<file path="src/rtl/hazard_pkg.sv">
// Shared definitions for the hazard control unit and its source decoder.
// It holds the RV32 opcodes whose source registers can take part in a load-use hazard.
package hazard_pkg;

  localparam logic [6:0] OP_ARIT  = 7'b0110011;
  localparam logic [6:0] OP_ARITI = 7'b0010011;
  localparam logic [6:0] OP_LW    = 7'b0000011;
  localparam logic [6:0] OP_SW    = 7'b0100011;
  localparam logic [6:0] OP_BEQ   = 7'b1100011;
  localparam logic [6:0] OP_JALR  = 7'b1100111;

  typedef enum logic {
    HZ_IDLE    = 1'b0,
    HZ_LD_WAIT = 1'b1
  } hz_state_t;

endpackage

</file>
<file path="src/rtl/hazard_ctrl_unit_src_decode.sv">
// Maps an opcode to the register sources it reads.
// Any opcode not listed, including an unknown value, reads neither source.
module hazard_src_decode
  import hazard_pkg::*;
(
  input  logic [6:0] op_code_i,
  output logic       use_rs1_o,
  output logic       use_rs2_o
);

  // Opcode to source-usage lookup
  always_comb begin
    use_rs1_o = 1'b0;
    use_rs2_o = 1'b0;
    case (op_code_i)
      OP_ARIT, OP_SW, OP_BEQ: begin
        use_rs1_o = 1'b1;
        use_rs2_o = 1'b1;
      end
      OP_ARITI, OP_LW, OP_JALR: begin
        use_rs1_o = 1'b1;
        use_rs2_o = 1'b0;
      end
      default: begin
        use_rs1_o = 1'b0;
        use_rs2_o = 1'b0;
      end
    endcase
  end

endmodule

</file>
<file path="src/rtl/hazard_ctrl_unit.sv">
// Load-use hazard stall, mispredict flush and saturating stall/flush counters for the 5-stage RV32 core.
// A stall lasts LOAD_LAT cycles. A mispredict flush overrides the stall and cancels any wait.
module hazard_ctrl_unit
  import hazard_pkg::*;
#(
  parameter int REG_AW   = 5,
  parameter int LOAD_LAT = 1,
  parameter int CNT_W    = 16
) (
  input  logic              CLK,
  input  logic              RST_N,
  input  logic              MEMREAD_ID_EX,
  input  logic [REG_AW-1:0] ARD_ID_EX,
  input  logic [REG_AW-1:0] ARS1_IF_ID,
  input  logic [REG_AW-1:0] ARS2_IF_ID,
  input  logic [6:0]        OP_CODE,
  input  logic              BEQ_WRONG_PRED,
  output logic              STALL,
  output logic              MUX_SEL,
  output logic              FLUSH_IF_ID,
  output logic              FLUSH_ID_EX,
  output logic              BUSY,
  output logic [CNT_W-1:0]  STALL_CNT,
  output logic [CNT_W-1:0]  FLUSH_CNT
);

  localparam int WCNT_W = $clog2(LOAD_LAT) + 1;
  // The first stall cycle happens in IDLE, so the wait state covers the remaining LOAD_LAT-1 cycles.
  localparam logic [WCNT_W-1:0] WCNT_INIT = (LOAD_LAT > 1) ? WCNT_W'(LOAD_LAT - 2) : '0;

  hz_state_t          state_q, state_d;
  logic [WCNT_W-1:0]  wcnt_q, wcnt_d;
  logic [CNT_W-1:0]   stall_cnt_q, stall_cnt_d;
  logic [CNT_W-1:0]   flush_cnt_q, flush_cnt_d;
  logic               use_rs1_s, use_rs2_s;
  logic               hit_s, stall_s, flush_s;

  hazard_src_decode u_src_decode (
    .op_code_i (OP_CODE),
    .use_rs1_o (use_rs1_s),
    .use_rs2_o (use_rs2_s)
  );

  assign hit_s = MEMREAD_ID_EX && (ARD_ID_EX != '0) &&
                 ((use_rs1_s && (ARD_ID_EX == ARS1_IF_ID)) ||
                  (use_rs2_s && (ARD_ID_EX == ARS2_IF_ID)));

  // Next-state logic; a mispredict wins over any stall
  always_comb begin
    state_d = state_q;
    wcnt_d  = wcnt_q;
    stall_s = 1'b0;
    flush_s = 1'b0;
    if (BEQ_WRONG_PRED) begin
      flush_s = 1'b1;
      state_d = HZ_IDLE;
      wcnt_d  = '0;
    end else begin
      case (state_q)
        HZ_IDLE: begin
          stall_s = hit_s;
          if (hit_s && (LOAD_LAT > 1)) begin
            state_d = HZ_LD_WAIT;
            wcnt_d  = WCNT_INIT;
          end else begin
            state_d = HZ_IDLE;
          end
        end
        HZ_LD_WAIT: begin
          stall_s = 1'b1;
          if (wcnt_q == '0) begin
            state_d = HZ_IDLE;
          end else begin
            wcnt_d = wcnt_q - WCNT_W'(1);
          end
        end
        default: begin
          state_d = HZ_IDLE;
          wcnt_d  = '0;
        end
      endcase
    end
  end

  // Saturating performance counters
  always_comb begin
    stall_cnt_d = stall_cnt_q;
    flush_cnt_d = flush_cnt_q;
    if (stall_s && (stall_cnt_q != '1)) begin
      stall_cnt_d = stall_cnt_q + CNT_W'(1);
    end else begin
      stall_cnt_d = stall_cnt_q;
    end
    if (flush_s && (flush_cnt_q != '1)) begin
      flush_cnt_d = flush_cnt_q + CNT_W'(1);
    end else begin
      flush_cnt_d = flush_cnt_q;
    end
  end

  // State, wait counter and performance counter registers
  always_ff @(posedge CLK or negedge RST_N) begin
    if (!RST_N) begin
      state_q     <= HZ_IDLE;
      wcnt_q      <= '0;
      stall_cnt_q <= '0;
      flush_cnt_q <= '0;
    end else begin
      state_q     <= state_d;
      wcnt_q      <= wcnt_d;
      stall_cnt_q <= stall_cnt_d;
      flush_cnt_q <= flush_cnt_d;
    end
  end

  // Outputs are combinational and pipeline-facing, so they are gated low while reset is held
  assign STALL       = RST_N & stall_s;
  assign MUX_SEL     = RST_N & stall_s;
  assign FLUSH_IF_ID = RST_N & flush_s;
  assign FLUSH_ID_EX = RST_N & flush_s;
  assign BUSY        = RST_N & (state_q == HZ_LD_WAIT);
  assign STALL_CNT   = stall_cnt_q;
  assign FLUSH_CNT   = flush_cnt_q;

endmodule

</file>
<file path="config.mk">
export PLATFORM = sky130hd
export DESIGN_NAME = hazard_ctrl_unit
export DESIGN_NICKNAME = d
export VERILOG_FILES = /design/src/rtl/hazard_pkg.sv /design/src/rtl/hazard_ctrl_unit_src_decode.sv /design/src/rtl/hazard_ctrl_unit.sv
export SDC_FILE = /design/constraint.sdc
export NUM_CORES = 1
export LEC_CHECK = 0
export ABC_AREA = 1
export CAP_MARGIN = 40
export CELL_PAD_IN_SITES_DETAIL_PLACEMENT = 1
export CELL_PAD_IN_SITES_GLOBAL_PLACEMENT = 1
export CORE_AREA = 2 2 75 77
export CTS_CLUSTER_DIAMETER = 50
export DETAILED_ROUTE_END_ITERATION = 8
export DIE_AREA = 0 0 77 79
export DONT_BUFFER_PORTS = 1
export PLACE_DENSITY_LB_ADDON = 0.12
export SYNTH_ARGS = -nofsm -noshare
export SYNTH_HDL_FRONTEND = slang
export SYNTH_SLANG_ARGS = --single-unit
</file>
<file path="constraint.sdc">
create_clock -name CLK -period 1.8 [get_ports CLK]
set_input_delay 0.18 -clock CLK [delete_from_list [all_inputs] [get_ports CLK]]
set_output_delay 0.18 -clock CLK [all_outputs]
set_load 0.01 [all_outputs]
</file>
Word level (Yosys, flattened, before mapping)
Index checks and enable logic that the tools add are counted.

Bits of input ports: 26. Output and inout bits: 37. Word-level logic and storage cells: 43. Flip-flop bits (word level): 34.

Bitwise logic cells: 4. Multiplexer cells: 11. Eq/ne operators: 10. Reductions and logical operators: 11. Add/sub/neg operators: 3.

Operators by type and width (count): $add A16 B1 Y16 const B (2); $ne A16 B16 Y1 const B (2); $eq A7 B6 Y1 const B (2); $eq A7 B7 Y1 const B (2); $eq A5 B5 Y1 (2); $mux W1 (9); $eq A7 B2 Y1 const B (1); $eq A7 B5 Y1 const B (1); $logic_and A1 B1 Y1 (6); $reduce_or A6 Y1 (1); $reduce_bool A5 Y1 (1); $pmux W1 S2 (2); $and A1 B1 Y1 (3); $reduce_or A3 Y1 (1); $reduce_bool A2 Y1 (1); $logic_or A1 B1 Y1 (1); $not A1 Y1 (1); $sub A1 B1 Y1 const B (1).

Logic depth before layout (Yosys ltp)
Depth in word-level cells: 9. Mapped depth: 11. Mapped depth without buffers: 11.

By module
A second synthesis with hierarchy kept.

Cells, all modules: 349. Area, all modules: 2353.5 µm².

By module, submodules not included: hazard_ctrl_unit (sequential area each 800.8 µm², cells each 331, area each 2278.4 µm², instances 1); hazard_src_decode (sequential area each 0.0 µm², cells each 18, area each 75.1 µm², instances 1).

Worst setup path after synthesis
Ideal clock, no wire load.

Path kind: reg2reg. Start: reg stall_cnt_q[0] (netlist: STALL_CNT[0]). End: reg stall_cnt_q[7] (netlist: STALL_CNT[7]). Arrival: 1.493 ns. Period minus slack after synthesis: 1.612 ns. Setup slack: 0.188 ns. Required time: 1.681 ns. Path buffers: 1. Cell stages (with the launch flop): 11. Library setup time: 0.119 ns. Cell sequence: dfrtp_1 > ha_1 > inv_1 > nor2_2 > nand3_1 > clkinv_1 > nand3_2 > nand3_4 > buf_12 > o21ai_1 > nand2_1.

Longest elaborated chain between the ends: 2. Elaborated cells on any way between the ends: 3. Classes of those cells: add/sub: 1; eq/ne: 1; reduce/logical: 1.

Ends and longest elaborated chain: from (decl) (RTL line hazard_ctrl_unit.sv:33) `logic [CNT_W-1:0] stall_cnt_q, stall_cnt_d;`; from (signal assigned) (RTL line hazard_ctrl_unit.sv:111) `stall_cnt_q <= stall_cnt_d;`; branches (longest 2 deep; another with $add A16 B1 Y16).

Several ways; the timed one is not identified. A chain may end at the register's enable or synchronous reset.

Final worst setup path
Start: reg stall_cnt_q[1] (netlist: STALL_CNT[1]). End: reg stall_cnt_q[8] (netlist: STALL_CNT[8]).

Same word-level chain as after synthesis.

==> metrics.txt <==
status=completed; multiplexer fraction of the synthesized cell area=0%; simple-gate area share of the yosys netlist=38.49%; Setup crit start kind=flip-flop; worst stage delay on the critical path=380 ps; placed insts=380; register area share after synthesis=38.86%; Async SR Flop Fraction=100.0%; final sum of negative setup slack=0 ps; number of maximum-capacitance constraint violations=0; first-pass GRT wire length=9128 um; mean instance size in the synthesized netlist=7.057 um^2; post-synthesis adder-cell area fraction=1.214%; arrival time of the worst setup path=1830 ps; top cell type's share of synthesized area=38.86%; final number of setup-violating endpoints=0; grt total ovfl=0; number of warnings issued by yosys=0; total die area=6083 um^2; number of distinct library cells after synthesis=28; clock transition at the registers of the reported paths=70 ps; highest attainable clock frequency=604.9 MHz; leakage power of the design=1.272 nW; Fill cells=714; Max stage delay cell, worst path=sky130_fd_sc_hd__dfrtp_1; Synth-to-Final Area Change=16.94%; clock latency at the later pin of the worst-skew pair=280 ps; number of vias in the routed layout=1836; Post-Syn Instances=292; Area contributors post-synth=sky130_fd_sc_hd__dfrtp_1, sky130_fd_sc_hd__nand2_1, sky130_fd_sc_hd__inv_1; Synthesized Nets=320; Max Buffers Root-to-Sink=2; CTS sink count=32; number of synthesized flops with an enable pin=0; dominant cell by count in the synthesized netlist=sky130_fd_sc_hd__nand2_1; pin count of the biggest net entering global routing=33; non-filler instance count after layout=390; area of the mapped netlist=2061 um^2; fraction of final layout cells sized beyond drive strength 1=18.24%; main combinational cell family by area after synthesis=simple AND/OR/NAND/NOR gates; net total in the final layout=346; maximum resistive drop on vdd=0.6479 mV; cell type contributing the most total cell area after synthesis=sky130_fd_sc_hd__dfrtp_1; input/output buffers=0; post-DP HPWL=4091 um; number of design rule violations left after detail routing=0; synthesized-area fraction occupied by ao, oa, aoi and oai cells=2.672%; CTS tree=built; CTS Buf Count=5; largest driver fanout on the critical path=10; antenna cell count=0; list of cells traversed by the critical path=ha_2 -> inv_1 -> nor2_2 -> nand3_1 -> clkinv_1 -> nand3_2 -> nand3_4 -> buf_8 -> nor2_1 -> nand2_1 -> nand2_1; Floorplan Core Area=5338 um^2; die height=79 um; most numerous cell on the critical path=sky130_fd_sc_hd__nand2_1; Tmin final=1653 ps; effective utilization at floorplan=38.61%; WL per Instance=13.64 um; Synth top cells by count=sky130_fd_sc_hd__nand2_1, sky130_fd_sc_hd__inv_1, sky130_fd_sc_hd__nor2_1; Worst Path Class, Setup=reg -> reg; Critical path buffers and inverters=3; GPL Wtd Cong=0.7668; total chip power=1.820 mW; die width=77 um; remaining number of nets flagged by the antenna check after routing=0; required time at the worst-slack endpoint=1970 ps; I/O pin count=63; routed wire length=5319 um; final setup skew=8.234 ps; root buffer selected by CTS=sky130_fd_sc_hd__clkbuf_8; family of cells with the greatest summed delay on the critical path=simple AND/OR/NAND/NOR gates; synthesized-area fraction occupied by xor and xnor cells=6.800%; fin. max-slew vios=0; Vias/cell=4.708; total number of H-tree levels=2; sort of element at the end of the critical path=flip-flop; top_reg_cell synth=sky130_fd_sc_hd__dfrtp_1; count of TritonRoute iterations in the first routing pass=4; share of the clock period used by the worst path after layout=91.84%; Row Count=27; overall fraction of global-route tracks in use=18.95%; number of antenna violations at the first check in global routing=0; number of storage elements in the synthesis netlist=32; number of global-route vias before repair=1979; Power per Cell Area=755.4 nW/um^2; class of the tightest hold or removal check=in -> reg; number of hold violations in the final report=0; DRT iter0 DRCs=53
-- cell usage in the layout, fill, tap and decap left out --
cell                            count
sky130_fd_sc_hd__nand2_2            2
sky130_fd_sc_hd__nor4_1             1
sky130_fd_sc_hd__nor3_1             8
sky130_fd_sc_hd__conb_1             1
sky130_fd_sc_hd__buf_8              1
sky130_fd_sc_hd__dfrtp_1           32
sky130_fd_sc_hd__clkinv_2           1
sky130_fd_sc_hd__nand2_4            2
sky130_fd_sc_hd__ha_1               1
sky130_fd_sc_hd__o21ai_0            1
sky130_fd_sc_hd__dlygate4sd3_1      1
sky130_fd_sc_hd__xnor2_1            6
sky130_fd_sc_hd__nor2_4             1
sky130_fd_sc_hd__ha_2               1
sky130_fd_sc_hd__clkinv_1           2
sky130_fd_sc_hd__clkbuf_8           5
sky130_fd_sc_hd__o21ai_2            4
sky130_fd_sc_hd__inv_2              7
sky130_fd_sc_hd__xor2_1            10
sky130_fd_sc_hd__nand2_1           96
sky130_fd_sc_hd__o21ai_1            3
sky130_fd_sc_hd__buf_12             1
sky130_fd_sc_hd__nor2_1            33
sky130_fd_sc_hd__nand3_4            1
sky130_fd_sc_hd__nand3_1            9
sky130_fd_sc_hd__buf_4             21
sky130_fd_sc_hd__nand3b_1           4
sky130_fd_sc_hd__nor3_2             2
sky130_fd_sc_hd__clkbuf_1           1
sky130_fd_sc_hd__inv_1             43
sky130_fd_sc_hd__nor2_2             5
sky130_fd_sc_hd__nand4_1            8
sky130_fd_sc_hd__nor3_4             1
sky130_fd_sc_hd__nand3_2            3
-- registers in the layout, indices dropped and copies added, names as in the netlist --
| signal | cells |
|---|---|
| FLUSH_CNT | 16 |
| STALL_CNT | 16 |
-- stage by stage --
stage	worst slack [ps]	utilization [%]	hold WS, ps	area, um^2
final	146.9	45.15	148.2	2410
after global routing	-45.30	45.15	166.9	2410
after CTS	57.90	44.42	177.4	2371
after detailed placement	-17.74	42.36	-115.0	2261
after global placement	-5.666	42.36	-115.0	2261
after floorplan	188.5	-	-115.6	2061
-- cell type report --
class,count,area [um^2],share of cell area [%]
inverter,52,195.2,8.100
tap,72,90.09,3.738
clock inverter,1,5.005,0.2077
sequential,32,800.8,33.23
timing repair buffer,24,202.7,8.411
multi-input combinational,203,1044,43.30
clock buffer,6,72.57,3.011
-- power by group --
group	internal [mW]	switching [mW]
logic	0.187	0.250
clock network	0.263	0.266
registers	0.799	0.0568
-- kinds of logic (layout without fill, tap and decap cells) --
family	count (synthesis)	count (layout)
AND/OR/NAND/NOR	176	176
buffers and inverters	57	83
flip-flops	32	32
XOR/XNOR	16	16
AO/OA/AOI/OAI	8	8
adder cells (fa/ha/maj)	2	2
other	1	1
-- what timing repair did --
action                                 CTS  global route
endpoints found under the hold margin   32             0
pin swaps                                0             2
setup endpoints to repair                4            13
resized for setup                        1             8
buffers inserted                         0             1
cloned                                   0             0
hold buffers                             2             0
-- metal layers --
layer | wire (um) | up-vias | global-route usage [%] | part of all wire (%)
met3 | 312 | 6 | 5.114 | 5.9
met5 | 0 | - | 0 | 0
met2 | 2554 | 40 | 31.93 | 48
met1 | 2386 | 862 | 23.84 | 45
li1 | - | 928 | - | -
met4 | 65 | 0 | 5.893 | 1.2
-- worst reg2reg max path, delay by kind of cell (launching register included) --
kind,cells,cell delay (ps)
simple gates,7,660
buf+inv,3,310
flops,1,380
fa+ha+maj,1,190
-- worst paths after layout --
check / from / to / slack, ps / depth (start not counted)
max: STALL_CNT[1]$_DFFE_PN0P_ / STALL_CNT[8]$_DFFE_PN0P_ / 150 / 11
min: BEQ_WRONG_PRED / FLUSH_CNT[11]$_DFFE_PN0P_ / 150 / 3
max reg2reg: STALL_CNT[1]$_DFFE_PN0P_ / STALL_CNT[8]$_DFFE_PN0P_ / 150 / 11
min reg2reg: STALL_CNT[11]$_DFFE_PN0P_ / STALL_CNT[11]$_DFFE_PN0P_ / 570 / 2
max in group asynchronous: RST_N / FLUSH_CNT[11]$_DFFE_PN0P_ / 1290 / 2
min in group asynchronous: RST_N / FLUSH_CNT[8]$_DFFE_PN0P_ / 330 / 2
Power figures use the tool's default switching activity.
